<file path="config.mk">
export PLATFORM = sky130hd
export DESIGN_NAME = oled_frame_sequencer
export DESIGN_NICKNAME = d
export VERILOG_FILES = /design/src/rtl/oled_pkg.sv /design/src/rtl/oled_cmd_rom.sv /design/src/rtl/oled_frame_sequencer.sv
export SDC_FILE = /design/constraint.sdc
export NUM_CORES = 1
export LEC_CHECK = 0
export ABC_AREA = 1
export CAP_MARGIN = 20
export CORE_ASPECT_RATIO = 0.75
export CORE_UTILIZATION = 40
export DETAILED_ROUTE_END_ITERATION = 16
export GPL_ROUTABILITY_DRIVEN = 0
export SLEW_MARGIN = 20
export SYNTH_ARGS = -nofsm -noshare
export SYNTH_HDL_FRONTEND = slang
export SYNTH_SLANG_ARGS = --single-unit
</file>
<file path="constraint.sdc">
create_clock -name clk -period 2.65 [get_ports clk]
set_input_delay 0.53 -clock clk [delete_from_list [all_inputs] [get_ports clk]]
set_output_delay 0.53 -clock clk [all_outputs]
set_load 0.02 [all_outputs]
</file>
<file path="src/rtl/oled_pkg.sv">
// Shared types and constants for the SSD1306 frame sequencer: state encoding,
// command byte values and transfer lengths.
`timescale 1ns/1ps
package oled_pkg;
   typedef enum logic [2:0] {
      ST_PWRUP = 3'd0,
      ST_INIT  = 3'd1,
      ST_READY = 3'd2,
      ST_WIN   = 3'd3,
      ST_FETCH = 3'd4,
      ST_SEND  = 3'd5,
      ST_HOLD  = 3'd6
   } state_t;

   // Remembers which stream a SEND/HOLD byte belongs to, so HOLD knows where to return.
   typedef enum logic [1:0] {
      PH_INIT  = 2'd0,
      PH_WIN   = 2'd1,
      PH_FRAME = 2'd2
   } phase_t;

   localparam logic [7:0] DISP_OFF    = 8'hAE;
   localparam logic [7:0] DISP_ON     = 8'hAF;
   localparam logic [7:0] SET_COL     = 8'h21;
   localparam logic [7:0] SET_PAGE    = 8'h22;
   localparam logic [7:0] CHARGE_PUMP = 8'h8D;
   localparam logic [7:0] CMD_NOP     = 8'hE3;

   localparam int INIT_LEN = 25;
   localparam int WIN_LEN  = 6;
   localparam int FB_BYTES = 1024;
endpackage

</file>
<file path="src/rtl/oled_cmd_rom.sv">
// Command ROM: entries 0-24 hold the SSD1306 128x64 init list, 25-30 the
// full-screen address window; any other index reads as NOP.
`timescale 1ns/1ps
module oled_cmd_rom
   import oled_pkg::*;
(
   input  logic [4:0] index,
   output logic [7:0] data
);

   // Combinational lookup of one command byte.
   always_comb begin
      case (index)
         5'd0:    data = DISP_OFF;
         5'd1:    data = 8'hD5;
         5'd2:    data = 8'h80;
         5'd3:    data = 8'hA8;
         5'd4:    data = 8'h3F;
         5'd5:    data = 8'hD3;
         5'd6:    data = 8'h00;
         5'd7:    data = 8'h40;
         5'd8:    data = CHARGE_PUMP;
         5'd9:    data = 8'h14;
         5'd10:   data = 8'h20;
         5'd11:   data = 8'h00;
         5'd12:   data = 8'hA1;
         5'd13:   data = 8'hC8;
         5'd14:   data = 8'hDA;
         5'd15:   data = 8'h12;
         5'd16:   data = 8'h81;
         5'd17:   data = 8'hCF;
         5'd18:   data = 8'hD9;
         5'd19:   data = 8'hF1;
         5'd20:   data = 8'hDB;
         5'd21:   data = 8'h40;
         5'd22:   data = 8'hA4;
         5'd23:   data = 8'hA6;
         5'd24:   data = DISP_ON;
         5'd25:   data = SET_COL;
         5'd26:   data = 8'h00;
         5'd27:   data = 8'h7F;
         5'd28:   data = SET_PAGE;
         5'd29:   data = 8'h00;
         5'd30:   data = 8'h07;
         default: data = CMD_NOP;
      endcase
   end

endmodule

</file>
<file path="src/rtl/oled_frame_sequencer.sv">
// Drives a one-byte-per-transaction I2C transmitter: power-up wait, SSD1306 init
// list, then per refresh the address window followed by one framebuffer of data.
`timescale 1ns/1ps
module oled_frame_sequencer
   import oled_pkg::*;
#(
   parameter int PWRUP_WAIT = 12000
)(
   input  logic       clk,
   input  logic       rst,
   input  logic       refresh,
   input  logic [7:0] pix_data,
   input  logic       pix_valid,
   output logic       pix_ready,
   output logic       i2c_start,
   output logic       i2c_dcn,
   output logic [7:0] i2c_data,
   input  logic       i2c_busy,
   output logic       init_done,
   output logic       frame_done,
   output logic [9:0] byte_cnt
);

   localparam int PW_W = $clog2(PWRUP_WAIT + 1);
   localparam logic [PW_W-1:0] PW_LAST = PW_W'(PWRUP_WAIT - 1);

   state_t          state_r;
   phase_t          phase_r;
   logic [PW_W-1:0] pw_cnt_r;
   logic [4:0]      idx_r;
   logic [4:0]      rom_index_s;
   logic [7:0]      rom_data_s;

   // Window commands live directly after the init list in the shared ROM.
   always_comb begin
      if (state_r == ST_WIN) begin
         rom_index_s = idx_r + 5'(INIT_LEN);
      end else begin
         rom_index_s = idx_r;
      end
   end

   oled_cmd_rom u_rom (
      .index (rom_index_s),
      .data  (rom_data_s)
   );

   // Sequencer FSM with all outputs registered.
   always_ff @(posedge clk) begin
      if (rst) begin
         state_r    <= ST_PWRUP;
         phase_r    <= PH_INIT;
         pw_cnt_r   <= '0;
         idx_r      <= 5'd0;
         byte_cnt   <= 10'd0;
         i2c_start  <= 1'b0;
         i2c_dcn    <= 1'b0;
         i2c_data   <= 8'h00;
         pix_ready  <= 1'b0;
         init_done  <= 1'b0;
         frame_done <= 1'b0;
      end else begin
         pix_ready  <= 1'b0;
         frame_done <= 1'b0;
         case (state_r)
            // A busy transmitter (byte left over from before reset) restarts the wait.
            ST_PWRUP: begin
               if (i2c_busy) begin
                  pw_cnt_r <= '0;
               end else if (pw_cnt_r == PW_LAST) begin
                  pw_cnt_r <= '0;
                  state_r  <= ST_INIT;
               end else begin
                  pw_cnt_r <= pw_cnt_r + 1'b1;
               end
            end
            ST_INIT: begin
               if (idx_r == 5'(INIT_LEN)) begin
                  init_done <= 1'b1;
                  idx_r     <= 5'd0;
                  state_r   <= ST_READY;
               end else begin
                  i2c_data  <= rom_data_s;
                  i2c_dcn   <= 1'b0;
                  i2c_start <= 1'b1;
                  phase_r   <= PH_INIT;
                  state_r   <= ST_SEND;
               end
            end
            ST_READY: begin
               if (refresh) begin
                  idx_r   <= 5'd0;
                  state_r <= ST_WIN;
               end
            end
            ST_WIN: begin
               if (idx_r == 5'(WIN_LEN)) begin
                  idx_r    <= 5'd0;
                  byte_cnt <= 10'd0;
                  state_r  <= ST_FETCH;
               end else begin
                  i2c_data  <= rom_data_s;
                  i2c_dcn   <= 1'b0;
                  i2c_start <= 1'b1;
                  phase_r   <= PH_WIN;
                  state_r   <= ST_SEND;
               end
            end
            ST_FETCH: begin
               if (pix_valid) begin
                  i2c_data  <= pix_data;
                  i2c_dcn   <= 1'b1;
                  i2c_start <= 1'b1;
                  pix_ready <= 1'b1;
                  phase_r   <= PH_FRAME;
                  state_r   <= ST_SEND;
               end
            end
            ST_SEND: begin
               if (i2c_busy) begin
                  i2c_start <= 1'b0;
                  state_r   <= ST_HOLD;
               end
            end
            ST_HOLD: begin
               if (!i2c_busy) begin
                  case (phase_r)
                     PH_INIT: begin
                        idx_r   <= idx_r + 5'd1;
                        state_r <= ST_INIT;
                     end
                     PH_WIN: begin
                        idx_r   <= idx_r + 5'd1;
                        state_r <= ST_WIN;
                     end
                     PH_FRAME: begin
                        if (byte_cnt == 10'(FB_BYTES - 1)) begin
                           frame_done <= 1'b1;
                           byte_cnt   <= 10'd0;
                           state_r    <= ST_READY;
                        end else begin
                           byte_cnt <= byte_cnt + 10'd1;
                           state_r  <= ST_FETCH;
                        end
                     end
                     default: state_r <= ST_PWRUP;
                  endcase
               end
            end
            default: begin
               i2c_start <= 1'b0;
               state_r   <= ST_PWRUP;
            end
         endcase
      end
   end

endmodule

</file>
==> results of run 1 <==
layer usage:
layer	up-vias	global-route usage	wire, um
met3	6	0.0367	373
met1	1373	0.270	3970
met4	0	0.0535	59
li1	1612	-	-
met2	88	0.275	3130
met5	-	0	0
final timing paths:
path,endpoint,start,cells after the start
max reg2reg,i2c_data[5],idx_r[0],14
min,pw_cnt_r[12],pw_cnt_r[12],2
max,i2c_data[5],idx_r[0],14
min reg2reg,pw_cnt_r[12],pw_cnt_r[12],2
state kept, by name, indices dropped and copies added (netlist names):
| signal | cells |
|---|---|
| init_done | 1 |
| i2c_start | 1 |
| i2c_dcn | 1 |
| i2c_data | 8 |
| pix_ready | 1 |
| byte_cnt | 10 |
| pw_cnt_r | 14 |
| phase_r | 2 |
| frame_done | 1 |
| idx_r | 5 |
| state_r | 3 |
kinds of logic after synthesis:
kind of cell / Yosys count
AO/OA/AOI/OAI: 67
XOR/XNOR: 8
adder cells (fa/ha/maj): 13
buffers and inverters: 61
flip-flops: 47
AND/OR/NAND/NOR: 274
cell usage in the layout (no fill, tap or decap), types with 2 or more instances in the layout:
| cell type | netlist | layout |
|---|---|---|
| a211oi_1 | 5 | 5 |
| a21oi_1 | 32 | 32 |
| a21oi_2 | 3 | 3 |
| a31oi_1 | 2 | 2 |
| buf_4 | 1 | 6 |
| bufinv_16 | 0 | 2 |
| clkbuf_8 | 0 | 5 |
| clkdlybuf4s50_1 | 0 | 35 |
| dfxtp_1 | 47 | 47 |
| ha_1 | 13 | 13 |
| inv_1 | 42 | 42 |
| inv_2 | 3 | 3 |
| inv_4 | 2 | 2 |
| nand2_1 | 114 | 114 |
| nand2_2 | 8 | 8 |
| nand2_4 | 7 | 7 |
| nand3_1 | 53 | 53 |
| nand3_2 | 2 | 2 |
| nand4_1 | 9 | 9 |
| nor2_1 | 57 | 57 |
| nor2_2 | 6 | 6 |
| nor3_1 | 9 | 9 |
| nor3_2 | 3 | 3 |
| o211ai_1 | 2 | 2 |
| o21ai_0 | 9 | 9 |
| o21ai_1 | 3 | 3 |
| o21ai_2 | 2 | 2 |
| o31ai_1 | 2 | 2 |
| xnor2_1 | 2 | 2 |
| xor2_1 | 4 | 4 |
| xor2_2 | 2 | 2 |
critical path: cells and delay by family (launching register included):
| family | cells | cell delay, ps |
|---|---|---|
| simple gates | 9 | 820 |
| fa+ha+maj | 2 | 620 |
| flops | 1 | 430 |
| buf+inv | 2 | 240 |
| compound gates | 1 | 50 |
metrics by stage:
step / cells / hold WS (ps) / area, um2 / worst slack [ps] / total power (uW)
after floorplan: 470 / 435 / 3210 / 589 / 745
after global placement: 599 / 446 / 3610 / 458 / 773
after detailed placement: 599 / 450 / 3610 / 392 / 773
after CTS: 607 / 467 / 3740 / 380 / 1400
after global routing: 607 / 483 / 3740 / 200 / 1430
final: 607 / 465 / 3740 / 365 / 1370
power groups by stage:
stage | Clock, uW | Sequential, uW | Combinational, uW
after floorplan | 0 | 726 | 19.6
after global placement | 0 | 726 | 46.9
after detailed placement | 0 | 726 | 46.7
after CTS | 641 | 710 | 46.8
after global routing | 672 | 710 | 51.6
final | 614 | 709 | 46.3
area by class of cell:
type / instances / area [um2]
fillers: 763 / 3790
flip-flops and latches: 47 / 941
inverters: 48 / 185
multi-input cells: 362 / 1960
clock buffers: 6 / 72.6
well taps: 101 / 126
repair buffers: 41 / 395
clock inverters: 2 / 60.1
==> impl_results.md, run 1 <==
- DRT Pass-1 Iters: 4
- CTS Buf Count: 5
- RSZ-0062 raised after global routing: false
- CTS H-tree depth: 2
- Peak supply drop: 0.304 mV
- Sequential area share after synthesis: 0.294
- Initial Util: 0.426
- Synth Warn #: 0
- Gate Count Post-Synth: 470
- Slowest stage cell, crit path: dfxtp_1
- Clock Skews: 9.97 ps
- Cts repair resizes: 0
- Hold/Removal Path Class: flip-flop to flip-flop
- Worst skew pair latency: 300 ps
- Post-route setup TNS: 0 ps
- Post-synthesis mux area share: 0
- DRC Markers: 0
- Most frequent cell after synthesis: nand2_1
- First-pass GRT wire length: 12400 um
- Final-report hold violation count: 0
- Area Overhead vs Synth: 16.8%
- Post-layout util: 0.497
- CP Capture Type: flip-flop
- P_sw: 263 uW
- Largest net degree at the start of global routing: 25
- Slowest stage delay, CP: 430 ps
- Post-synthesis instance area: 3210 um2
- Asr flop ratio synth: 0
- Tot GR Track Use: 0.186
- Post-Synth XOR/XNOR Area: 0.0265
- Crit-path most repeated cell: nand2_1
- DIE WIDTH: 105 um
- Worst setup path class: flip-flop to flip-flop
- Post-synthesis compound-gate area fraction: 0.130
- Sw Share: 0.192
- Post-layout min period: 2280 ps
- Clk slew on worst S/H paths: 80 ps
- R2R setup slack: 370 ps
- Via count: 3079
- Max-slew headroom at the worst pin: 0.702
- Remaining antenna violation count after routing: 0
- Mapped Nets: 496
- WP data arrival: 2470 ps
- Static leakage: 0.00153 uW
- Worst setup SP type: flip-flop
- Critical path peak fanout: 7
- Clock power share: 0.448
- Largest cells by area after synthesis: dfxtp_1 (29%), nand2_1 (13%), nand3_1 (8.3%)
- Worst-Margin Slew: 447 ps
- Largest family of logic cells by synthesized area: simple AND/OR/NAND/NOR gates
- Netlist cell types: 46
- Syn avg cell area: 6.82 um2
- Synth area leader: dfxtp_1
- Max-cap viol count: 0
- Core area: 7530 um2
- Count of pins over their slew limit: 0
- Yosys top cell area share: 0.294
- Post-Synth Simple-Gate Area: 0.406
- # diodes: 0
- Port bufs: 35
- Worst-path cell chain: inv_1 -> ha_1 -> nand4_1 -> nand2_4 -> inv_2 -> ha_1 -> nand2_1 -> nand2_1 -> nand2_1 -> nand2_1 -> nand2_1 -> nand3_1 -> nand2_1 -> a21oi_1
- CTS tree: done
- Internal: 1110 uW
- Die Height: 79.5 um
- Final setup vio count: 0
- Grt total ovfl: 0
- EDFF count, synth: 0
- Register bit total from synthesis: 47
- Status: finished, final reports clean
- Post-Synth Adder-Cell Area: 0.0507
- Clock Sinks: 47
- Vias in the first global route: 2620
- Final period util: 0.862
- Worst path required time: 2830 ps
- Main flop type after synthesis: dfxtp_1
- Layout cell share with drive strength beyond 1: 0.115
- Final net count: 531
- CTS Buffer Depth: 2
- Top-level I/O count: 36
- Flop pwr share: 0.518
- Fmax: 438 MHz
- Cell Rows: 27
- CTS Root Cell: clkbuf_8
- Most frequent cells after synthesis: nand2_1 (114), nor2_1 (57), nand3_1 (53), dfxtp_1 (47), inv_1 (42)
- Vias per cell: 5.07
- Total die area: 8380 um2
- Routed length per instance: 12.4 um
- Initial DRC count: 177
- Post-CTS Hold Buffers: 0
- Post-CTS Setup Bufs: 0
- PwrDens: 366 nW/um2
- Hpwl dp: 5740 um
- Comb power frac: 0.034
- Post-Route WL: 7530 um
- Initial antenna violation count: 0
Power figures use the tool's default switching activity.
==> run 2: changes to the inputs <==
CTS_CLUSTER_DIAMETER = 120   (was default)
==> results of run 2 <==
The final DEF is identical to that of run 1; final timing and power are the same.
==> run 3: changes to the inputs <==
CORE_ASPECT_RATIO = default   (was 0.75)
CORE_MARGIN = 4   (was default)
HOLD_SLACK_MARGIN = 0.06   (was default)
==> run 3 against run 2 <==
  * Sequential power is essentially flat
  * Non-clock buffer count shrank 1
  * Utilization shrank 1.6 points
  * Routed wire length shrank 2.3%
  * First-iteration DRC count shrank 45%
  * Worst hold slack is essentially flat
  * Clock skew grew 0.54 ps
  * Sequential share of layout area is essentially flat
  * Largest power group unchanged
  * Combinational power is essentially flat
  * Clock power shrank 0.8%
  * Via count shrank 1.7%
  * Cell count is the same
==> impl_results.md, run 3 (synthesized netlist as in run 1, its figures left out) <==
- Multi-input logic area: 1960 um2
- RSZ-0062 raised after global routing: false
- Clk slew on worst S/H paths: 80 ps
- Final setup vio count: 0
- # diodes: 0
- WP data arrival: 2440 ps
- Remaining antenna violation count after routing: 0
- Post-route setup TNS: 0 ps
- Post-layout util: 0.481
- Initial Util: 0.413
- Largest registers: pw_cnt_r x14, byte_cnt x10, i2c_data x8
- DRT Pass-1 Iters: 5
- Routed length per instance: 12.1 um
- Vias per cell: 4.99
- Final-report hold violation count: 0
- CTS Buffer Depth: 2
- Post-layout min period: 2270 ps
- CTS tree: done
- Total die area: 9510 um2
- Worst Hold End: pw_cnt_r[12]
- Clock Skews: 10.5 ps
- Fmax: 441 MHz
- Reg area: 941 um2
- Reg2reg start: idx_r[0]
- Hpwl dp: 5730 um
- Post-CTS Setup Bufs: 0
- Port bufs: 35
- Filler instances: 823
- Largest net degree at the start of global routing: 25
- Startpoint of the worst hold path: pw_cnt_r[12]
- CTS H-tree depth: 2
- PwrDens: 365 nW/um2
- Worst path required time: 2830 ps
- Grt total ovfl: 0
- Max reg flops: 14
- R2R setup slack: 380 ps
- Top-level I/O count: 36
- Most frequent cells in the layout: nand2_1 (114), nor2_1 (57), nand3_1 (53)
- DRC Markers: 0
- CTS Root Cell: clkbuf_8
- Max-cap viol count: 0
- Largest Register: pw_cnt_r
- Worst skew pair latency: 290 ps
- Commonest non-fill, non-tap cell in the layout: nand2_1
- Hold depth: 2
- DIE WIDTH: 97.5 um
- Peak supply drop: 0.269 mV
- Max-slew headroom at the worst pin: 0.713
- Worst setup path class: flip-flop to flip-flop
- Post-Place Cells: 599
- Worst-Margin Slew: 429 ps
- Terminus of the critical flop-to-flop path: i2c_data[5]
- R2R cell count: 14
- Final period util: 0.856
- Post-CTS Hold Buffers: 0
- Core area: 7770 um2
- Cell Rows: 32
- Area Overhead vs Synth: 16.6%
- Die Height: 97.5 um
- Critical path peak fanout: 7
- Fin cells: 607
- Vias in the first global route: 2745
- Final net count: 530
- Status: finished, final reports clean
- Tot GR Track Use: 0.156
- Layout cell share with drive strength beyond 1: 0.113
- Cts repair resizes: 0
- Static leakage: 0.00153 uW
- Worst setup SP type: flip-flop
- CP Capture Type: flip-flop
- Via count: 3028
- Clock Sinks: 47
- Initial antenna violation count: 0
- Count of pins over their slew limit: 0
- Post-Route WL: 7360 um
- First-pass GRT wire length: 12700 um
- Hold/Removal Path Class: flip-flop to flip-flop
- Initial DRC count: 98
- CTS Buf Count: 5
## run 3: cell count changes in the layout (fill, tap and decap cells not counted)
cell   previous run  this run
buf_4             6         5
## run 3: worst max-delay path by stage
| stage | endpoint | slack (ps) | cells after the start | from |
|---|---|---|---|---|
| 2_1_floorplan | i2c_data[3] | 590 | 14 | idx_r[0] |
| 3_3_place_gp | i2c_data[3] | 470 | 14 | idx_r[0] |
| 3_5_place_dp | i2c_data[3] | 400 | 14 | idx_r[0] |
| 4_1_cts | i2c_data[5] | 390 | 14 | idx_r[0] |
| 5_1_grt | i2c_data[5] | 90 | 14 | idx_r[0] |
| 6_report | i2c_data[5] | 380 | 14 | idx_r[0] |
## run 3: power breakdown
group | total [uW] | switching (uW) | internal, uW
clock network | 609 | 232 | 377
logic | 46.0 | 23.7 | 22.2
registers | 710 | 2.03 | 708
total | 1360 | 258 | 1110
## run 3: metal layers
metal	track usage	share of wire	wire [um]
met1	0.214	0.49	3570
met2	0.257	0.46	3400
met3	0.0309	0.047	347
met4	0.0277	0.0058	43
met5	0	0	0
## run 3: final cells by class
cell class / instances / area share
clock inverters: 2 / 0.0161
clock buffers: 6 / 0.0194
well taps: 102 / 0.0341
multi-input cells: 362 / 0.525
inverters: 48 / 0.0495
repair buffers: 40 / 0.104
flip-flops and latches: 47 / 0.252
## run 3: through the flow
stage / hold slack (ps) / setup WS, ps / area, um2 / total power [uW]
after floorplan: 435 / 589 / 3210 / 745
after global placement: 446 / 471 / 3610 / 772
after detailed placement: 454 / 398 / 3610 / 772
after CTS: 468 / 390 / 3740 / 1390
after global routing: 493 / 85.5 / 3740 / 1430
final: 464 / 382 / 3740 / 1360
## run 3: critical path, stage by stage, from the launching register on
cell and delay (ps):
dfxtp_1 420, inv_1 160, ha_1 340, nand4_1 150
nand2_4 160, inv_2 80, ha_1 290, nand2_1 120
nand2_1 60, nand2_1 70, nand2_1 60, nand2_1 50
nand3_1 70, nand2_1 60, a21oi_1 50
